--- config.mk ---
export PLATFORM = sky130hd
export DESIGN_NAME = seq_divider_flat
export DESIGN_NICKNAME = d
export VERILOG_FILES = /design/src/rtl/seq_divider_if.sv /design/src/rtl/seq_divider.sv /design/src/flat_wrapper.sv
export SDC_FILE = /design/constraint.sdc
export NUM_CORES = 1
export LEC_CHECK = 0
export CAP_MARGIN = 15
export CORE_MARGIN = 3
export CORE_UTILIZATION = 40
export CTS_CLUSTER_DIAMETER = 50
export DETAILED_ROUTE_END_ITERATION = 10
export MAX_ROUTING_LAYER = met4
export PLACE_DENSITY_LB_ADDON = 0.08
export SETUP_SLACK_MARGIN = 0.5
export SYNTH_ARGS = -nofsm -noshare
export SYNTH_HDL_FRONTEND = slang
export SYNTH_SLANG_ARGS = --single-unit
--- constraint.sdc ---
create_clock -name clk -period 4.3 [get_ports clk]
set_input_delay 0.86 -clock clk [delete_from_list [all_inputs] [get_ports clk]]
set_output_delay 0.86 -clock clk [all_outputs]
set_load 0.05 [all_outputs]
--- src/rtl/seq_divider_if.sv ---
// Operand/result handshake bundle for seq_divider: operands travel with in_valid/in_ready,
// results with out_valid/out_ready.
interface seq_divider_if #(
  parameter int WIDTH = 8
);
  logic             in_valid;
  logic             in_ready;
  logic [WIDTH-1:0] dividend;
  logic [WIDTH-1:0] divisor;
  logic             out_valid;
  logic             out_ready;
  logic [WIDTH-1:0] quotient;
  logic [WIDTH-1:0] remainder;
  logic             div_by_zero;

  modport master (
    output in_valid, dividend, divisor, out_ready,
    input  in_ready, out_valid, quotient, remainder, div_by_zero
  );

  modport slave (
    input  in_valid, dividend, divisor, out_ready,
    output in_ready, out_valid, quotient, remainder, div_by_zero
  );
endinterface

--- src/rtl/seq_divider.sv ---
// Radix-2 restoring divider, one quotient bit per clock; WIDTH cycles (WIDTH+1 with SEQ_DIVIDER_SIGNED_EN), 1 for /0.
// Single op in flight: in_ready only in IDLE, result held in DONE until out_ready.
module seq_divider #(
  parameter int WIDTH = 8
) (
  input  logic         clk,
  input  logic         rst_n,
  seq_divider_if.slave dif
);
  localparam int CW = (WIDTH > 2) ? $clog2(WIDTH) : 1;
  localparam logic [CW-1:0] LAST = CW'(WIDTH - 1);

  typedef enum logic [1:0] {IDLE, CALC, DONE, FIX} state_t;

  state_t           state_q, state_d;
  logic [WIDTH-1:0] rem_q, rem_d;
  logic [WIDTH-1:0] quo_q, quo_d;
  logic [WIDTH-1:0] dvs_q, dvs_d;
  logic [CW-1:0]    cnt_q, cnt_d;
  logic             dbz_q, dbz_d;
  logic [WIDTH:0]   shifted;
  logic [WIDTH:0]   trial;
  logic [WIDTH-1:0] a_mag;
  logic [WIDTH-1:0] b_mag;

`ifdef SEQ_DIVIDER_SIGNED_EN
  logic neg_quo_q, neg_quo_d;
  logic neg_rem_q, neg_rem_d;

  // The core only ever sees magnitudes; signs are reapplied in FIX.
  assign a_mag = dif.dividend[WIDTH-1] ? -dif.dividend : dif.dividend;
  assign b_mag = dif.divisor[WIDTH-1]  ? -dif.divisor  : dif.divisor;
`else
  assign a_mag = dif.dividend;
  assign b_mag = dif.divisor;
`endif

  // rem < divisor always holds, so WIDTH bits suffice; the shift adds the extra bit.
  assign shifted = {rem_q, quo_q[WIDTH-1]};
  assign trial   = shifted - {1'b0, dvs_q};

  always_comb begin
    state_d = state_q;
    rem_d   = rem_q;
    quo_d   = quo_q;
    dvs_d   = dvs_q;
    cnt_d   = cnt_q;
    dbz_d   = dbz_q;
`ifdef SEQ_DIVIDER_SIGNED_EN
    neg_quo_d = neg_quo_q;
    neg_rem_d = neg_rem_q;
`endif
    unique case (state_q)
      IDLE: begin
        if (dif.in_valid) begin
          if (dif.divisor == '0) begin
            state_d = DONE;
            quo_d   = '1;
            rem_d   = dif.dividend;
            dbz_d   = 1'b1;
          end else begin
            state_d = CALC;
            rem_d   = '0;
            quo_d   = a_mag;
            dvs_d   = b_mag;
            cnt_d   = '0;
`ifdef SEQ_DIVIDER_SIGNED_EN
            neg_quo_d = dif.dividend[WIDTH-1] ^ dif.divisor[WIDTH-1];
            neg_rem_d = dif.dividend[WIDTH-1];
`endif
          end
        end
      end
      CALC: begin
        if (!trial[WIDTH]) begin
          rem_d = trial[WIDTH-1:0];
          quo_d = {quo_q[WIDTH-2:0], 1'b1};
        end else begin
          rem_d = shifted[WIDTH-1:0];
          quo_d = {quo_q[WIDTH-2:0], 1'b0};
        end
        cnt_d = cnt_q + CW'(1);
        if (cnt_q == LAST) begin
`ifdef SEQ_DIVIDER_SIGNED_EN
          state_d = FIX;
`else
          state_d = DONE;
`endif
        end
      end
      FIX: begin
`ifdef SEQ_DIVIDER_SIGNED_EN
        quo_d = neg_quo_q ? -quo_q : quo_q;
        rem_d = neg_rem_q ? -rem_q : rem_q;
`endif
        state_d = DONE;
      end
      DONE: begin
        if (dif.out_ready) begin
          state_d = IDLE;
          dbz_d   = 1'b0;
        end
      end
      default: state_d = IDLE;
    endcase
  end

  always_ff @(posedge clk or negedge rst_n) begin
    if (!rst_n) begin
      state_q <= IDLE;
      rem_q   <= '0;
      quo_q   <= '0;
      dvs_q   <= '0;
      cnt_q   <= '0;
      dbz_q   <= 1'b0;
    end else begin
      state_q <= state_d;
      rem_q   <= rem_d;
      quo_q   <= quo_d;
      dvs_q   <= dvs_d;
      cnt_q   <= cnt_d;
      dbz_q   <= dbz_d;
    end
  end

`ifdef SEQ_DIVIDER_SIGNED_EN
  always_ff @(posedge clk or negedge rst_n) begin
    if (!rst_n) begin
      neg_quo_q <= 1'b0;
      neg_rem_q <= 1'b0;
    end else begin
      neg_quo_q <= neg_quo_d;
      neg_rem_q <= neg_rem_d;
    end
  end
`endif

  assign dif.in_ready    = (state_q == IDLE);
  assign dif.out_valid   = (state_q == DONE);
  assign dif.quotient    = quo_q;
  assign dif.remainder   = rem_q;
  assign dif.div_by_zero = dbz_q;
endmodule

--- src/flat_wrapper.sv ---
// flat-port wrapper written by rule: the top's interface ports become plain ports
module seq_divider_flat 
#(
  parameter int WIDTH = 8
)
  (clk, rst_n, dif_in_valid, dif_dividend, dif_divisor, dif_out_ready, dif_in_ready, dif_out_valid, dif_quotient, dif_remainder, dif_div_by_zero);
  seq_divider_if #(.WIDTH(WIDTH)) dif_i ();
  input  logic clk;
  input  logic rst_n;
  input wire logic [$bits(dif_i.in_valid)-1:0] dif_in_valid;
  input wire logic [$bits(dif_i.dividend)-1:0] dif_dividend;
  input wire logic [$bits(dif_i.divisor)-1:0] dif_divisor;
  input wire logic [$bits(dif_i.out_ready)-1:0] dif_out_ready;
  output wire logic [$bits(dif_i.in_ready)-1:0] dif_in_ready;
  output wire logic [$bits(dif_i.out_valid)-1:0] dif_out_valid;
  output wire logic [$bits(dif_i.quotient)-1:0] dif_quotient;
  output wire logic [$bits(dif_i.remainder)-1:0] dif_remainder;
  output wire logic [$bits(dif_i.div_by_zero)-1:0] dif_div_by_zero;
  assign dif_i.in_valid = dif_in_valid;
  assign dif_i.dividend = dif_dividend;
  assign dif_i.divisor = dif_divisor;
  assign dif_i.out_ready = dif_out_ready;
  assign dif_in_ready = dif_i.in_ready;
  assign dif_out_valid = dif_i.out_valid;
  assign dif_quotient = dif_i.quotient;
  assign dif_remainder = dif_i.remainder;
  assign dif_div_by_zero = dif_i.div_by_zero;
  seq_divider #(.WIDTH(WIDTH)) u_core (.clk(clk), .rst_n(rst_n), .dif(dif_i));
endmodule
# After elaboration in Yosys (flattened, before gate mapping)
# Cells that the tools add are included.
[word_totals] regBits=30 inputBits=20 output_inout_bits=19 wordCells=47
[classes] add_sub_neg=2 eq_ne=9 mux=20 bitwise=1 n_reduce_logical=9
[op_table] operator="8-bit two-way mux" n=5
[op_table] operator="8-bit one-hot mux with 2 select lines" n=2
[op_table] operator="3-bit AND reduction" n=3
[op_table] operator="9-bit by 8-bit subtractor with 9-bit output" n=1
[op_table] operator="8-bit zero test" n=1
[op_table] operator="2-bit two-way mux" n=4
[op_table] operator="2-bit one-hot mux with 4 select lines" n=1
[op_table] operator="3-bit two-way mux" n=2
[op_table] operator="2-bit != test, second input constant" n=3
[op_table] operator="3-bit one-hot mux with 2 select lines" n=1
[op_table] operator="2-bit equality test, second input constant" n=2
[op_table] operator="1-bit two-way mux" n=4
[op_table] operator="2-bit by 1-bit != test with 1-bit output, second input constant" n=2
[op_table] operator="4-bit AND reduction" n=1
[op_table] operator="2-bit nonzero test" n=2
[op_table] operator="3-bit by 1-bit adder with 3-bit output, second input constant" n=1
[op_table] operator="3-bit equality test, second input constant" n=1
[op_table] operator="2-bit by 1-bit equality test with 1-bit output, second input constant" n=1
[op_table] operator="2-bit zero test" n=1
[op_table] operator="1-bit one-hot mux with 2 select lines" n=1
[op_table] operator="2-bit AND reduction" n=1
[op_table] operator="1-bit NOT" n=1

# Longest topological paths before layout
# Gate-level depths: netlist (run 1).
[logic_depth] word_depth=4 ltp_mapped=10 ltp_nobuf=10

# Worst setup path after synthesis (run 1)
# Ideal clock, no wire load.
[synth_path] path_kind="register to register" start="reg u_core.quo_q[7], in the netlist u_core.dif.quotient[7]" end="reg u_core.rem_q[0], in the netlist u_core.dif.remainder[0]" t_arrival_ps=2470 required_ps=4220 path_slack_ps=1750 stages_incl_launch_ff=11 n_path_buf=0 period_less_slack_ps=2550 cell_sequence="dfrtp_1 -> inv_1 -> ha_1 -> inv_1 -> fa_1 -> a211oi_2 -> nor3b_2 -> mux2i_2 -> nor2_4 -> mux2_4 -> o22ai_2"
[synth_between] elab_chain_len=3
[synth_lines] element="start: declaration" line_no="seq_divider.sv:17" source="logic [WIDTH-1:0] quo_q, quo_d;"
[synth_lines] element="start signal: assignment" line_no="seq_divider.sv:119" source="quo_q <= quo_d;"
[synth_lines] element="9-bit by 8-bit subtractor with 9-bit output" line_no="seq_divider.sv:40" source="assign trial = shifted - {1'b0, dvs_q};"
[synth_lines] element="8-bit two-way mux (*)" line_no="seq_divider.sv:75" source="if (!trial[WIDTH]) begin"
[synth_lines] element="8-bit one-hot mux with 2 select lines (*)" line_no="seq_divider.sv:53" source="unique case (state_q)"
[synth_lines] element="end signal: assignment" line_no="seq_divider.sv:118" source="rem_q <= rem_d;"
[synth_lines] element="end: declaration" line_no="seq_divider.sv:16" source="logic [WIDTH-1:0] rem_q, rem_d;"
# Mark *: on every way between the ends. The rest lies on a longest branch, timed or not.
# A chain may end at the register's enable or synchronous reset.

# Worst setup path in the final report (run 1)
[layout_path] start="in dif_divisor[3]" end="reg u_core.dvs_q[0]"
[layout_between] elab_chain_len=3
[layout_lines] element="start: declaration" line_no="flat_wrapper.sv:12" source="input wire logic [$bits(dif_i.divisor)-1:0] dif_divisor;"
[layout_lines] element="8-bit zero test" line_no="seq_divider.sv:56" source="if (dif.divisor == '0) begin"
[layout_lines] element="1-bit NOT (no line)"
[layout_lines] element="3-bit AND reduction (no line)"
[layout_lines] element="end signal: assignment" line_no="seq_divider.sv:120" source="dvs_q <= dvs_d;"
[layout_lines] element="end: declaration" line_no="seq_divider.sv:18" source="logic [WIDTH-1:0] dvs_q, dvs_d;"
# No other way between the ends.

==> results of run 1 <==
[layout make-up]
class / instances / area, um2
Tap cell: 50 / 62.56
Fill cell: 404 / 1878
Clock buffer: 7 / 76.32
Sequential cell: 30 / 750.7
Multi-Input combinational cell: 153 / 993.5
Timing Repair Buffer: 40 / 395.4
Inverter: 12 / 45.04
[sequential cells by signal (all words and copies together), names as in the netlist]
register                flops
u_core.cnt_q                3
u_core.dif.quotient         8
u_core.state_q              2
u_core.dif.remainder        8
u_core.dif.div_by_zero      1
u_core.dvs_q                8
[layer usage]
metal | global-route usage (%) | routed length [um]
met4 | 5.433 | 35
met1 | 22.75 | 1954
met5 | - | 0
met2 | 26.97 | 1940
met3 | 3.557 | 206
[kinds of logic (layout without fill, tap and decap cells)]
| family | count (synthesis) | after routing | synth area share, % |
|---|---|---|---|
| buffers and inverters | 21 | 59 | 4.586 |
| AND/OR/NAND/NOR | 67 | 67 | 18.28 |
| multiplexers | 8 | 8 | 4.928 |
| adder cells (fa/ha/maj) | 11 | 11 | 7.940 |
| XOR/XNOR | 6 | 6 | 2.875 |
| flip-flops | 30 | 30 | 41.07 |
| AO/OA/AOI/OAI | 61 | 61 | 20.33 |
[placed cells by master (no fill, tap or decap), types with 2 or more instances in the layout]
| master | Yosys | routed |
|---|---|---|
| sky130_fd_sc_hd__nand2_1 | 22 | 22 |
| sky130_fd_sc_hd__clkbuf_8 | 0 | 5 |
| sky130_fd_sc_hd__clkdlybuf4s50_1 | 0 | 38 |
| sky130_fd_sc_hd__a21oi_1 | 16 | 16 |
| sky130_fd_sc_hd__o21ai_0 | 19 | 19 |
| sky130_fd_sc_hd__nand3_1 | 3 | 3 |
| sky130_fd_sc_hd__o21ai_1 | 2 | 2 |
| sky130_fd_sc_hd__inv_1 | 12 | 12 |
| sky130_fd_sc_hd__a31oi_1 | 7 | 7 |
| sky130_fd_sc_hd__nor2_1 | 21 | 21 |
| sky130_fd_sc_hd__nor2b_1 | 4 | 4 |
| sky130_fd_sc_hd__mux2i_1 | 5 | 5 |
| sky130_fd_sc_hd__o22ai_1 | 3 | 3 |
| sky130_fd_sc_hd__o31ai_1 | 3 | 3 |
| sky130_fd_sc_hd__nor3_1 | 3 | 3 |
| sky130_fd_sc_hd__or4_1 | 2 | 2 |
| sky130_fd_sc_hd__ha_1 | 10 | 10 |
| sky130_fd_sc_hd__and3_1 | 2 | 2 |
| sky130_fd_sc_hd__xnor2_1 | 2 | 2 |
| sky130_fd_sc_hd__nand2b_1 | 2 | 2 |
| sky130_fd_sc_hd__buf_4 | 1 | 2 |
| sky130_fd_sc_hd__dfrtp_1 | 30 | 30 |
| sky130_fd_sc_hd__clkbuf_1 | 7 | 2 |
| sky130_fd_sc_hd__xor2_1 | 4 | 4 |
[stage by stage]
| step | cell area (um2) | hold WS, ns | utilization (%) | setup WS [ns] |
|---|---|---|---|---|
| finish | 2323 | 0.5086 | 55.30 | 1.398 |
| global route | 2323 | 0.5223 | 55.30 | 1.217 |
| CTS | 2323 | 0.5168 | 55.30 | 1.391 |
| detailed placement | 2247 | 0.5028 | 53.48 | 1.097 |
| global placement | 2247 | 0.4986 | 53.48 | 1.137 |
| floorplan | 1828 | 0.4677 | - | 1.750 |
[path summary, 6_finish.rpt]
check,endpoint,cells past startpoint,slack (ns),start
min in group asynchronous,u_core.dif.quotient[3]$_DFFE_PN0P_,2,0.98,rst_n
min,u_core.dif.quotient[4]$_DFFE_PN0P_,2,0.51,u_core.dif.quotient[4]$_DFFE_PN0P_
min reg2reg,u_core.dif.quotient[4]$_DFFE_PN0P_,2,0.51,u_core.dif.quotient[4]$_DFFE_PN0P_
max in group asynchronous,u_core.dvs_q[5]$_DFFE_PN0P_,2,3.03,rst_n
max reg2reg,u_core.dif.remainder[0]$_DFFE_PN0P_,10,1.78,u_core.dif.quotient[7]$_DFFE_PN0P_
max,u_core.dvs_q[0]$_DFFE_PN0P_,5,1.40,dif_divisor[3]
[worst reg2reg max path: cells and delay by family (launching register included)]
family / cells / cell delay (ns)
fa+ha+maj: 2 / 0.59
mux: 2 / 0.52
compound gates: 2 / 0.42
flops: 1 / 0.37
simple gates: 2 / 0.36
buf+inv: 2 / 0.18
==> results.txt, run 1 <==
The overflow left after global routing came out at 0. The area growth from synthesis to layout came out at 27.10%. The cell area that synthesis handed to floorplanning was 1828 um2. The synthesized flop and latch total came out at 30. For this block, the initial DRC count from the detailed router was 49. The slowest cell on the critical path is sky130_fd_sc_hd__or4_1. The placed instance count came out at 285. The per-instance average area after synthesis came out at 8.961 um2. The proportion of synthesized flip-flops having asynchronous set or reset came out at 100.0%. The count of final max-slew check failures came out at 0.

Summed over all instances, the cell type with the most area after synthesis is sky130_fd_sc_hd__dfrtp_1. The count of final setup violators is 0. The number of H-tree levels came out at 2.

The number of warnings issued by yosys is 0. In the routed layout, each cell is associated on average with a via count of 5.421. STA classifies the critical path endpoint as a register. After synthesis, the most frequently instantiated cells are 30 x sky130_fd_sc_hd__dfrtp_1, 22 x sky130_fd_sc_hd__nand2_1, 21 x sky130_fd_sc_hd__nor2_1.

Together, buffers and inverters on the worst path number 1. The clock tree from TritonCTS is yes. The starting utilization of the core area is 43.51%. The post-synthesis cell type count is 46. The share of the yosys chip area belonging to registers is 41.07%. In this run the worst hold path is classified as reg -> reg. The congestion estimate from routability-driven global placement came to 0.7434. Setup repair after global routing left no endpoint under its margin. The total area inside the core boundary comes to 4202 um2. The net count after synthesis came out at 235. Ranked by total cell area, the synthesized netlist is headed by sky130_fd_sc_hd__dfrtp_1 41%, sky130_fd_sc_hd__ha_1 6.8%, sky130_fd_sc_hd__o21ai_0 5.2%.

The area enclosed by the die boundary came out at 5417 um2. The number of antenna violations at the first check in global routing was 0. In this run the remaining antenna-violating nets after routing total 0. The final hold violation count was 0. After layout, the minimum clock period comes to 2.902 ns. The die is 73.60 um wide. The half-perimeter wire length after placement is 3.137 mm. CTS saw 30 sinks. The reported max-cap violation count is 0. The via count of the first global-routing pass came to 1525. The cell sitting at the root of the clock tree is a sky130_fd_sc_hd__clkbuf_8.

The pin count of the biggest net entering global routing came out at 31. Clock skew on the completed layout was measured at 0.006564 ns. The quantity of hold-fixing buffers added after cts came out at 0. The longest clock path from root to sink contains 2 buffers.

In this run the worst path has a maximum fanout of 18. The count of buffers added on input and output ports is 38. Dividing the detail-routed wire length by the instance count gives 14.16 um.

Once layout is complete, the cells apart from fillers number 292. The flow ran to the end, and the final reports show no timing, DRC or antenna violations. The global-route wire length before repair came out at 7.044 mm. STA puts the critical path data required time at 4.46 ns. The clock input transition at the sequential cells of the worst setup and hold paths came out at 0.06 ns. The total routing resource utilization after global routing is 17.37%. The top cell type's share of synthesized area is 41.07%. The proportion of layout cells with a drive suffix above 1 came out at 8.264%. The slew at the pin with the worst max-slew slack came out at 0.9668 ns. The most common flop cell mapped by yosys is sky130_fd_sc_hd__dfrtp_1. The total wire length is 4.136 mm. The vertical extent of the die came out at 73.60 um. The critical path is of the in -> reg type. The accumulated negative setup slack came out at 0 ns. The critical path startpoint category is a primary input. After clock tree synthesis, the setup repair step added 0 buffers. For the worst-skew pair, the clock arrives at the later sink with an insertion delay of 0.27 ns. The fraction of the cycle the final worst path needs came out at 67.49%.

Counting every instance in the synthesized netlist gives 204. Measured against its own limit, the worst slew margin works out to 35.41%. The total inserted antenna cells came out at 0. The highest achievable clock rate came out at 0.3446 GHz. In the routed design, unresolved DRC markers number 0. The signal on the critical path passes through clkdlybuf4s50_1 > or4_1 > nor2_1 > nor3_2 > mux2_2. The number of gates resized after cts is 0.

The count of flip-flops with a built-in enable after synthesis is 0. The number of CTS-inserted buffers is 5. The total number of nets in the final design is 273. The number of placed I/O pins is 39. For this run, the slowest stage of the critical path takes 0.60 ns. Grouping stages by cell kind, the critical path spends the most delay in simple AND/OR/NAND/NOR gates.

The length of the first detailed-routing pass in iterations is 4. In the post-synthesis netlist, the cell with the most instances is sky130_fd_sc_hd__dfrtp_1. The initialized floorplan defines 23 standard-cell rows. The vias after detailed routing is 1583. The worst path arrival time is 3.06 ns.
Power of run 1 is not shown: default switching activity piles up to over one toggle a cycle in this logic, so the estimate is an artifact.
==> run 2, diff against run 1 <==
==> constraint.sdc (replaced) <==
create_clock -name clk -period 2.4 [get_ports clk]
set_input_delay 0.48 -clock clk [delete_from_list [all_inputs] [get_ports clk]]
set_output_delay 0.48 -clock clk [all_outputs]
set_load 0.05 [all_outputs]
==> run 2 against run 1 <==
Clock skew increased by 0.0032 ns; final cell count increased by 6.5%; core utilization increased by 6.2 points; clock-buffer cell count increased by 1; critical path depth increased by 5; hold slack got worse by 0.047 ns; non-clock buffer count increased by 18; worst setup slack got worse by 1.3 ns; die area unchanged; first-iteration DRC count decreased by 10%; register-to-register slack got worse by 1.7 ns; critical path type is now reg -> reg; critical endpoint is now u_core.dif.remainder[1]$_DFFE_PN0P_; highest routed layer unchanged.
==> results.txt, run 2 (synthesis results as in run 1) <==
The clock input transition at the sequential cells of the worst setup and hold paths came to 0.07 ns (was 0.06 ns). The hold slack was 0.4620 ns (was 0.5086 ns). The area growth from synthesis to layout came to 41.41% (was 27.10%). The antenna violation net count after detailed routing is 0 (unchanged). The count of final max-slew check failures came out at 0 (unchanged).

The reported max-cap violation count is 0 (unchanged). The routed length per placed instance came out at 14.61 um (was 14.16 um). The commonest non-fill, non-tap cell in the layout is sky130_fd_sc_hd__dfrtp_1 (was sky130_fd_sc_hd__clkdlybuf4s50_1). The starting utilization of the core area was 43.51% (unchanged). The placeable core region is 4202 um2 (unchanged). The final hold violation count is 0 (unchanged). The count of final setup violators is 0 (unchanged). The placement row count is 23 (unchanged). The clock period could shrink to 2.349 ns. The total number of nets in the final design came out at 291 (was 273).

The number of CTS-inserted buffers is 5 (unchanged). The via count of the first global-routing pass is 1569 (was 1525). The kind of path behind the tightest hold check is in -> reg (was reg -> reg). The highest fanout seen on the critical path came out at 7 (was 18). The slowest cell on the critical path was sky130_fd_sc_hd__dfrtp_2 (was sky130_fd_sc_hd__or4_1).

The first-iteration detailed-routing DRC count is 44 (was 49). The number of H-tree levels is 2 (unchanged). The largest stage delay on the critical path is 0.42 ns (was 0.60 ns). The count of port buffers added during placement was 38 (unchanged).

The post-route clock skew is 0.009774 ns (was 0.006564 ns). The worst path required time came out at 2.54 ns (was 4.46 ns). The global-route wire length before repair was 7.348 mm (was 7.044 mm). The vias after detailed routing came to 1664 (was 1583).

The detailed-route DRC error count is 0 (unchanged). Static timing analysis puts the maximum clock frequency at 0.4258 GHz. The vertical extent of the die was 73.60 um (unchanged). The detailed-routed wire length on met3 is 236 um (was 206 um).

The fraction of the cycle the final worst path needs is 97.87%. The startpoint-to-endpoint class of the critical path is reg -> reg (was in -> reg). The total inserted antenna cells is 0 (unchanged). Setup repair after global routing missed its margin: true (was false). The clock latency on the worst-skew pair was 0.28 ns (was 0.27 ns). The slack of the critical path is 0.05122 ns (was 1.398 ns). The slew at the pin with the worst max-slew slack is 0.8661 ns (was 0.9668 ns).

The clock tree from TritonCTS is yes (unchanged). The pre-CTS setup slack came out at -0.02686 ns (was 1.097 ns). The horizontal die dimension came out at 73.60 um (unchanged). Crit path cell chain: inv_4 > ha_4 > inv_2 > fa_2 > a211oi_4 > nor3b_2 > mux2i_2 > nor2_4 > mux2i_1 > o22ai_1 (was clkdlybuf4s50_1 > or4_1 > nor2_1 > nor3_2 > mux2_2). The total routing resource utilization after global routing came to 17.94% (was 17.37%). The area enclosed by the die boundary came to 5417 um2 (unchanged). The proportion of layout cells with a drive suffix above 1 came out at 20.69% (was 8.264%). Run status: finished clean (unchanged).

The kind of end point of the critical path is a register (unchanged). Most used cells in the layout excluding fill and tap cells: 29 x sky130_fd_sc_hd__dfrtp_1, 22 x sky130_fd_sc_hd__nand2_1, 20 x sky130_fd_sc_hd__nor2_1 (was 38 x sky130_fd_sc_hd__clkdlybuf4s50_1, 30 x sky130_fd_sc_hd__dfrtp_1, 22 x sky130_fd_sc_hd__nand2_1). The length of the first detailed-routing pass in iterations came out at 4 (unchanged).

The uppermost signal routing layer after detailed routing was met4 (unchanged). The number of antenna violations at the first check in global routing is 0 (unchanged). The accumulated negative setup slack came to 0 ns (unchanged). The buffer type at the clock tree root is sky130_fd_sc_hd__clkbuf_8 (unchanged). The worst path arrival time came to 2.49 ns (was 3.06 ns). The total wire length came out at 4.544 mm (was 4.136 mm). The buffer depth of the longest clock path is 2 (unchanged). The met1 wire length was 2.053 mm (was 1.954 mm). The pin count of the biggest net entering global routing came out at 31 (unchanged). The instance area at placement was 2346 um2 (was 2247 um2). The overflow left after global routing came out at 0 (unchanged). The number of placed I/O pins is 39 (unchanged). The half-perimeter wire length after placement came to 3.299 mm (was 3.137 mm).

The final weighted congestion in routability-driven placement is 0.7688 (was 0.7434). The detailed-route vias per instance is 5.350 (was 5.421). The area of all placed cells without fillers is 2585 um2 (was 2323 um2). The sum of met2 wire segment lengths after detailed routing is 2.230 mm (was 1.940 mm). The worst relative slew slack is 41.94% (was 35.41%).

The clock sink total is 30 (unchanged). The critical path startpoint category was a register (was primary input).
==> run 2: path summary, 6_finish.rpt <==
check | slack [ns] | to | start | cells past startpoint
setup / recovery | 0.05 | u_core.dif.remainder[1]$_DFFE_PN0P_ | u_core.dif.quotient[7]$_DFFE_PN0P_ | 10
hold / removal | 0.46 | u_core.dvs_q[4]$_DFFE_PN0P_ | dif_divisor[4] | 3
setup reg to reg | 0.05 | u_core.dif.remainder[1]$_DFFE_PN0P_ | u_core.dif.quotient[7]$_DFFE_PN0P_ | 10
hold reg to reg | 0.50 | u_core.dif.quotient[4]$_DFFE_PN0P_ | u_core.dif.quotient[4]$_DFFE_PN0P_ | 2
max in group asynchronous | 1.52 | u_core.dif.quotient[7]$_DFFE_PN0P_ | rst_n | 2
min in group asynchronous | 0.58 | u_core.dif.quotient[5]$_DFFE_PN0P_ | rst_n | 2
==> run 2: routing by layer <==
metal,vias to the layer above,track usage [%]
li1,830,-
met1,800,23.22
met2,30,29.04
met3,4,3.420
met4,0,4.225
met5,-,-
==> run 2: repair_timing <==
| action | in CTS | in global routing |
|---|---|---|
| cloned | 0 | 1 |
| hold buffers | 0 | 0 |
| gates resized for setup | 29 | 16 |
| endpoints found under the hold margin | 0 | 0 |
| pin swaps | 3 | 6 |
| setup buffers | 3 | 3 |
| endpoints found under the setup margin | 46 | 30 |
==> run 2: through the flow <==
| step | std cells | utilization (%) |
|---|---|---|
| after CTS | 307 | 58.93 |
| after global placement | 296 | 55.84 |
| after floorplan | 204 | - |
| final | 311 | 61.52 |
| after detailed placement | 296 | 55.84 |
| after global routing | 311 | 61.52 |
==> run 2: area by class of cell <==
type | count | area [um2]
Fill cell | 367 | 1617
Clock buffer | 8 | 110.1
Tap cell | 50 | 62.56
Timing Repair Buffer | 58 | 559.3
Sequential cell | 30 | 752.0
Inverter | 12 | 47.55
Multi-Input combinational cell | 153 | 1054
==> run 2: critical path: cells and delay by family (launching register included) <==
kind            cells  cell delay [ns]
buf+inv             2             0.12
fa+ha+maj           2             0.49
compound gates      2             0.36
mux                 2             0.48
flops               1             0.42
simple gates        2             0.33
Power of run 2 is left out for the same reason.
==> run 3, diff against run 2 <==
--- a/config.mk
+++ b/config.mk
@@ -13,6 +13,7 @@
 export MAX_ROUTING_LAYER = met4
 export PLACE_DENSITY_LB_ADDON = 0.08
 export SETUP_SLACK_MARGIN = 0.5
+export SLEW_MARGIN = 15
 export SYNTH_ARGS = -nofsm -noshare
 export SYNTH_HDL_FRONTEND = slang
 export SYNTH_SLANG_ARGS = --single-unit
==> results of run 3 <==
Final layout, timing and power as in run 2 (identical DEF).
Power of run 3 is left out for the same reason.
